<file path="config.mk">
export PLATFORM = sky130hd
export DESIGN_NAME = cpu_run_monitor
export DESIGN_NICKNAME = d
export VERILOG_FILES = /design/src/rtl/cpu_run_monitor_pkg.sv /design/src/rtl/cpu_run_monitor.sv
export SDC_FILE = /design/constraint.sdc
export NUM_CORES = 1
export LEC_CHECK = 0
export CELL_PAD_IN_SITES_DETAIL_PLACEMENT = 0
export CELL_PAD_IN_SITES_GLOBAL_PLACEMENT = 2
export CORE_MARGIN = 1
export CORE_UTILIZATION = 22
export DETAILED_ROUTE_END_ITERATION = 12
export PLACE_DENSITY = 0.85
export SLEW_MARGIN = 10
export SYNTH_ARGS = -nofsm -noshare
export SYNTH_HDL_FRONTEND = slang
export SYNTH_SLANG_ARGS = --single-unit
</file>
<file path="constraint.sdc">
create_clock -name clk -period 2.4 [get_ports clk]
set_input_delay 0.36 -clock clk [delete_from_list [all_inputs] [get_ports clk]]
set_output_delay 0.36 -clock clk [all_outputs]
set_load 0.02 [all_outputs]
</file>
<file path="src/rtl/cpu_run_monitor_pkg.sv">
// Shared types and elaboration helpers for the cpu run monitor.
package cpu_run_monitor_pkg;

    typedef enum logic [1:0] {
        ST_IDLE  = 2'd0,
        ST_RUN   = 2'd1,
        ST_DRAIN = 2'd2,
        ST_DONE  = 2'd3
    } run_state_e;

    localparam int DRAIN_CNT_W = 8;

    // Legal parameter space: the counter must hold MAX_CYCLES+DRAIN_CYCLES without wrapping.
    function automatic bit params_ok(input int cyc_w, input int max_cycles,
                                     input int drain_cycles, input int num_watch);
        longint lim;
        lim = longint'(1) << cyc_w;
        return (max_cycles >= 1) && (longint'(max_cycles) < lim) &&
               (drain_cycles >= 0) && (drain_cycles <= 255) &&
               (longint'(max_cycles) + longint'(drain_cycles) < lim) &&
               (num_watch >= 1) && (num_watch <= 16);
    endfunction

endpackage

</file>
<file path="src/rtl/cpu_run_monitor.sv">
// Run controller: counts cycles from start, detects halt/timeout, drains, then snapshots pc/watch.
// Latency: done rises DRAIN_CYCLES edges after detection; no backpressure, start is ignored while running.
// Backpressure: none; status and snapshots hold in DONE until the next start or reset.
module cpu_run_monitor
    import cpu_run_monitor_pkg::*;
#(
    parameter int PC_W         = 32,
    parameter int DATA_W       = 32,
    parameter int NUM_WATCH    = 4,
    parameter int CYC_W        = 16,
    parameter int MAX_CYCLES   = 1000,
    parameter int DRAIN_CYCLES = 1
) (
    input  logic                        clk,
    input  logic                        reset,
    input  logic                        start,
    input  logic                        halt,
    input  logic [PC_W-1:0]             pc,
    input  logic [NUM_WATCH*DATA_W-1:0] watch,
    output logic                        running,
    output logic                        done,
    output logic                        timed_out,
    output logic [CYC_W-1:0]            cycle,
    output logic [CYC_W-1:0]            snap_cycle,
    output logic [PC_W-1:0]             snap_pc,
    output logic [NUM_WATCH*DATA_W-1:0] snap_watch
);

    if (!params_ok(CYC_W, MAX_CYCLES, DRAIN_CYCLES, NUM_WATCH)) begin : g_param_check
        $error("cpu_run_monitor: illegal parameter combination");
    end

    localparam logic [CYC_W-1:0]       MAX_CNT    = CYC_W'(MAX_CYCLES);
    localparam bit                     ZERO_DRAIN = (DRAIN_CYCLES == 0);
    localparam logic [DRAIN_CNT_W-1:0] DRAIN_INIT =
        ZERO_DRAIN ? '0 : DRAIN_CNT_W'(DRAIN_CYCLES - 1);

    run_state_e             state_q, state_d;
    logic [CYC_W-1:0]       cycle_q, cycle_d;
    logic [CYC_W-1:0]       snap_cycle_q, snap_cycle_d;
    logic                   timed_out_q, timed_out_d;
    logic [PC_W-1:0]        snap_pc_q, snap_pc_d;
    logic [DRAIN_CNT_W-1:0] drain_cnt_q, drain_cnt_d;
    logic                   snap_clr;
    logic                   snap_cap;

    always_comb begin
        state_d      = state_q;
        cycle_d      = cycle_q;
        snap_cycle_d = snap_cycle_q;
        timed_out_d  = timed_out_q;
        snap_pc_d    = snap_pc_q;
        drain_cnt_d  = drain_cnt_q;
        snap_clr     = 1'b0;
        snap_cap     = 1'b0;
        case (state_q)
            ST_IDLE, ST_DONE: begin
                if (start) begin
                    state_d      = ST_RUN;
                    cycle_d      = '0;
                    snap_cycle_d = '0;
                    timed_out_d  = 1'b0;
                    snap_pc_d    = '0;
                    snap_clr     = 1'b1;
                end
            end
            ST_RUN: begin
                // Halt outranks the limit when both land on the same edge.
                if (halt || (cycle_q == MAX_CNT)) begin
                    snap_cycle_d = cycle_q;
                    timed_out_d  = !halt;
                    if (ZERO_DRAIN) begin
                        state_d   = ST_DONE;
                        snap_pc_d = pc;
                        snap_cap  = 1'b1;
                    end else begin
                        state_d     = ST_DRAIN;
                        drain_cnt_d = DRAIN_INIT;
                    end
                end else begin
                    cycle_d = cycle_q + CYC_W'(1);
                end
            end
            ST_DRAIN: begin
                cycle_d = cycle_q + CYC_W'(1);
                if (drain_cnt_q == '0) begin
                    state_d   = ST_DONE;
                    snap_pc_d = pc;
                    snap_cap  = 1'b1;
                end else begin
                    drain_cnt_d = drain_cnt_q - DRAIN_CNT_W'(1);
                end
            end
            default: state_d = ST_IDLE;
        endcase
    end

    always_ff @(posedge clk) begin
        if (reset) begin
            state_q      <= ST_IDLE;
            cycle_q      <= '0;
            snap_cycle_q <= '0;
            timed_out_q  <= 1'b0;
            snap_pc_q    <= '0;
            drain_cnt_q  <= '0;
        end else begin
            state_q      <= state_d;
            cycle_q      <= cycle_d;
            snap_cycle_q <= snap_cycle_d;
            timed_out_q  <= timed_out_d;
            snap_pc_q    <= snap_pc_d;
            drain_cnt_q  <= drain_cnt_d;
        end
    end

    for (genvar i = 0; i < NUM_WATCH; i++) begin : g_snap
        logic [DATA_W-1:0] snap_watch_q, snap_watch_d;

        always_comb begin
            snap_watch_d = snap_watch_q;
            if (snap_clr) begin
                snap_watch_d = '0;
            end else if (snap_cap) begin
                snap_watch_d = watch[i*DATA_W +: DATA_W];
            end
        end

        always_ff @(posedge clk) begin
            if (reset) begin
                snap_watch_q <= '0;
            end else begin
                snap_watch_q <= snap_watch_d;
            end
        end

        assign snap_watch[i*DATA_W +: DATA_W] = snap_watch_q;
    end

    assign running    = (state_q == ST_RUN) || (state_q == ST_DRAIN);
    assign done       = (state_q == ST_DONE);
    assign timed_out  = timed_out_q;
    assign cycle      = cycle_q;
    assign snap_cycle = snap_cycle_q;
    assign snap_pc    = snap_pc_q;

endmodule

</file>
==> results <==
[layer usage]
metal,up-vias,global-route usage
met5,-,0
met4,0,0.0416
met3,36,0.0423
met2,240,0.235
met1,3558,0.186
li1,3817,-
[stage by stage]
step | setup WS [ns] | instances | hold slack, ns | util
global placement | 0.283 | 1699 | 0.441 | 0.349
finish | 0.239 | 1744 | 0.183 | 0.377
floorplan | 0.387 | 931 | 0.461 | -
detailed placement | 0.258 | 1699 | 0.446 | 0.349
global route | 0.0950 | 1744 | 0.158 | 0.377
CTS | 0.193 | 1744 | 0.150 | 0.377
[worst reg2reg max path: cells and delay by family, from the launching register on]
| family | cells | cell delay, ns |
|---|---|---|
| flops | 1 | 0.35 |
| buf+inv | 1 | 0.25 |
| simple gates | 2 | 0.52 |
| compound gates | 3 | 0.96 |
[where the power goes]
group	total (W)	internal (W)	switching [W]
clock	0.00429	0.00281	0.00149
combinational	0.00478	0.00188	0.00290
sequential	0.00400	0.00378	0.000214
[layout make-up]
cell class	count	area, µm²	area share
clock inverter	13	244	0.0191
clock buffer	32	702	0.0550
inverter	16	60.1	0.00470
multi-input combinational	644	3240	0.254
timing repair buffer	388	3900	0.306
sequential	203	4060	0.318
tap	448	561	0.0439
[flip-flops by register name, indices dropped and copies added (netlist names)]
signal,cells
cycle,16
drain_cnt_q,8
g_snap.snap_watch_q,128
snap_cycle,16
snap_pc,32
state_q,2
timed_out,1
[logic make-up (layout without fill, tap and decap cells)]
family                     after synthesis  in the layout  share of synthesized area
muxes                                   14             14                     0.0185
DFF                                    203            203                      0.531
AOI/OAI and AO/OA                      233            233                      0.181
and+or+nand+nor                        390            390                      0.211
buffers and inverters                   84            449                     0.0480
adders and majority gates                7              7                     0.0114
[cells in the final DEF (no fill, tap or decap), drive strengths merged, types with 2 or more instances in the layout]
cell type,netlist,final
nor3,5,5
and3,3,3
inv,15,15
clkbuf,44,32
clkinv,1,7
nor4,3,3
mux2i,13,13
buf,24,31
nand3,13,13
o21ai,18,18
nand2b,4,4
o41ai,2,2
o211ai,11,11
or3,4,4
nand4,4,4
a22oi,32,32
and2,12,12
dfxtp,203,203
o31ai,5,5
and4bb,2,2
o32ai,3,3
ha,7,7
clkdlybuf4s50,0,356
a21oi,149,149
a31oi,5,5
nor2,60,60
nand2,276,276
bufinv,0,7
[worst max-delay path by stage]
| stage | start | cells past startpoint | end |
|---|---|---|---|
| floorplan | cycle[0] | 9 | cycle[13] |
| global placement | halt | 6 | drain_cnt_q[4] |
| detailed placement | halt | 6 | drain_cnt_q[6] |
| CTS | state_q[0] | 4 | running |
| global route | cycle[11] | 6 | drain_cnt_q[4] |
| finish | state_q[0] | 4 | running |
[timing repair]
| item | CTS | global route |
|---|---|---|
| endpoints found under the setup margin | 1 | 0 |
| resized for setup | 1 | 0 |
| setup buffers | 0 | 0 |
==> run_results.csv <==
group,metric,value,unit
clock_tree,cts_root_buf,"clkbuf_16",
critical_path,rrSetupSlack,0.25,ns
critical_path,required,2.04,ns
synthesis,syn_area_per_cell,8.23,µm²
routing,postRouteAntennaNets,0,
timing,rsz0062_at_grt,"false",
routing,met1Wirelength,11.8,mm
critical_path,start_kind,"flop",
global_route,grt_max_degree,69,
pwr,p_per_area,1020,nW/µm²
hold_path,worstHoldPathType,"primary input to flop",
synthesis,async_flop_share,0,
critical_path,r2r-start,"cycle[11]",
final_layout,finalNetCount,1449,
synthesis,yosysTopAreaCellShare,0.531,
critical_path,crit_family,"buffers and inverters",
timing,worst_pin_slew,0.823,ns
critical_path,r2r-end,"drain_cnt_q[4]",
placed_design,placed_area,11800,µm²
routing,drt_first_pass_iters,4,
final_layout,num_antenna_cells,0,
clock_tree,cts_buffers,25,
final_layout,stdcell_area,12800,µm²
synthesis,synthesis.nets,1102,
routing,met2_length,12.4,mm
global_route,grt_usage,0.145,
clock_tree,h-tree-depth,1,
routing,drtIter0Drc,333,
die,rows,67,
critical_path,slowest_stage,"ha_1",
clock_tree,clkTransAtPathRegs,0.06,ns
critical_path,crit_chain,"inv_1 > ha_1 > inv_1 > dlygate4sd2_1",
timing,slew_headroom,0.447,
clock_tree,cts.sinks,203,
placed_design,numPortBuffers,358,
timing,finalSetupViolCount,0,
critical_path,max_stage_delay,0.39,ns
critical_path,cp_max_fo,7,
synthesis,synth_ff_type,"dfxtp_1",
synthesis,synthTopCellsByArea,"dfxtp_1, nand2_1, a21oi_1, a22oi_1, nor2_1",
synthesis,synth_cells,931,
hold_path,hp-start,"reset",
global_route,grt_pass1_vias,7474,
die,initial_core_util,0.226,
routing,drt-total-wl,26.8,mm
synthesis,ys_ff_latch,203,
final_layout,synthToLayoutAreaGrowth,66.8,%
synthesis,synth_area,7660,µm²
die,coreArea,33900,µm²
synthesis,synth_edf_count,0,
hold_path,holdPathStages,3,
synthesis,synth_cell_type_count,47,
synthesis,yosys_warnings,0,
critical_path,arrival,1.80,ns
global_route,antenna_found_initial,0,
timing,skew,0.0113,ns
final_layout,drive_gt1_frac,0.0718,
synthesis,yosysMostFrequentCell,"nand2_1",
routing,route.met3.wl,2.07,mm
hold_path,worstHoldEndpoint,"drain_cnt_q[0]",
die,die_area,35600,µm²
critical_path,end_kind,"output port",
synthesis,ys_seq_area_frac,0.531,
placed_design,gp_congestion,0.747,
die,io_pins,359,
timing,clock.fmax,463,MHz
critical_path,cp_num_buf_inv,3,
timing,drv_slew,0,
critical_path,cpMostUsedCell,"inv_1",
pwr,p_leak,4.35,nW
clock_tree,hold_buffers,0,
routing,top_layer,"met4",
synthesis,yosys.area.top_type,"dfxtp_1",
routing,avgRoutedWirePerCell,15.4,µm
routing,drc_errors,0,
global_route,grt_pass1_wl,41.8,mm
routing,vias,7651,
critical_path,critPathKind,"flop to output port",
status,status,"finished clean",
clock_tree,clk_latency,0.52,ns
timing,finalSetupTns,0,ns
placed_design,hpwl,18.4,mm
clock_tree,cts_max_path_buffers,3,
final_layout,num-fill-cells,3449,
job,max_cap_viol_count,0,
timing,fin_crit,2.16,ns
timing,fin_crit_sh,0.900,
global_route,grt_overflow,0,
die,die_w,189,µm
die,die_h,189,µm
routing,via_per_inst,4.39,
timing,hold_viol_final,0,
critical_path,rr_worst_depth,6,
pwr,ir_drop,0.000603,V
clock_tree,cts_tree,"yes",
synthesis,netlist_top_cells_count,"nand2_1, dfxtp_1, a21oi_1",
pwr,power.total,0.0131,W
Power figures use the tool's default switching activity.
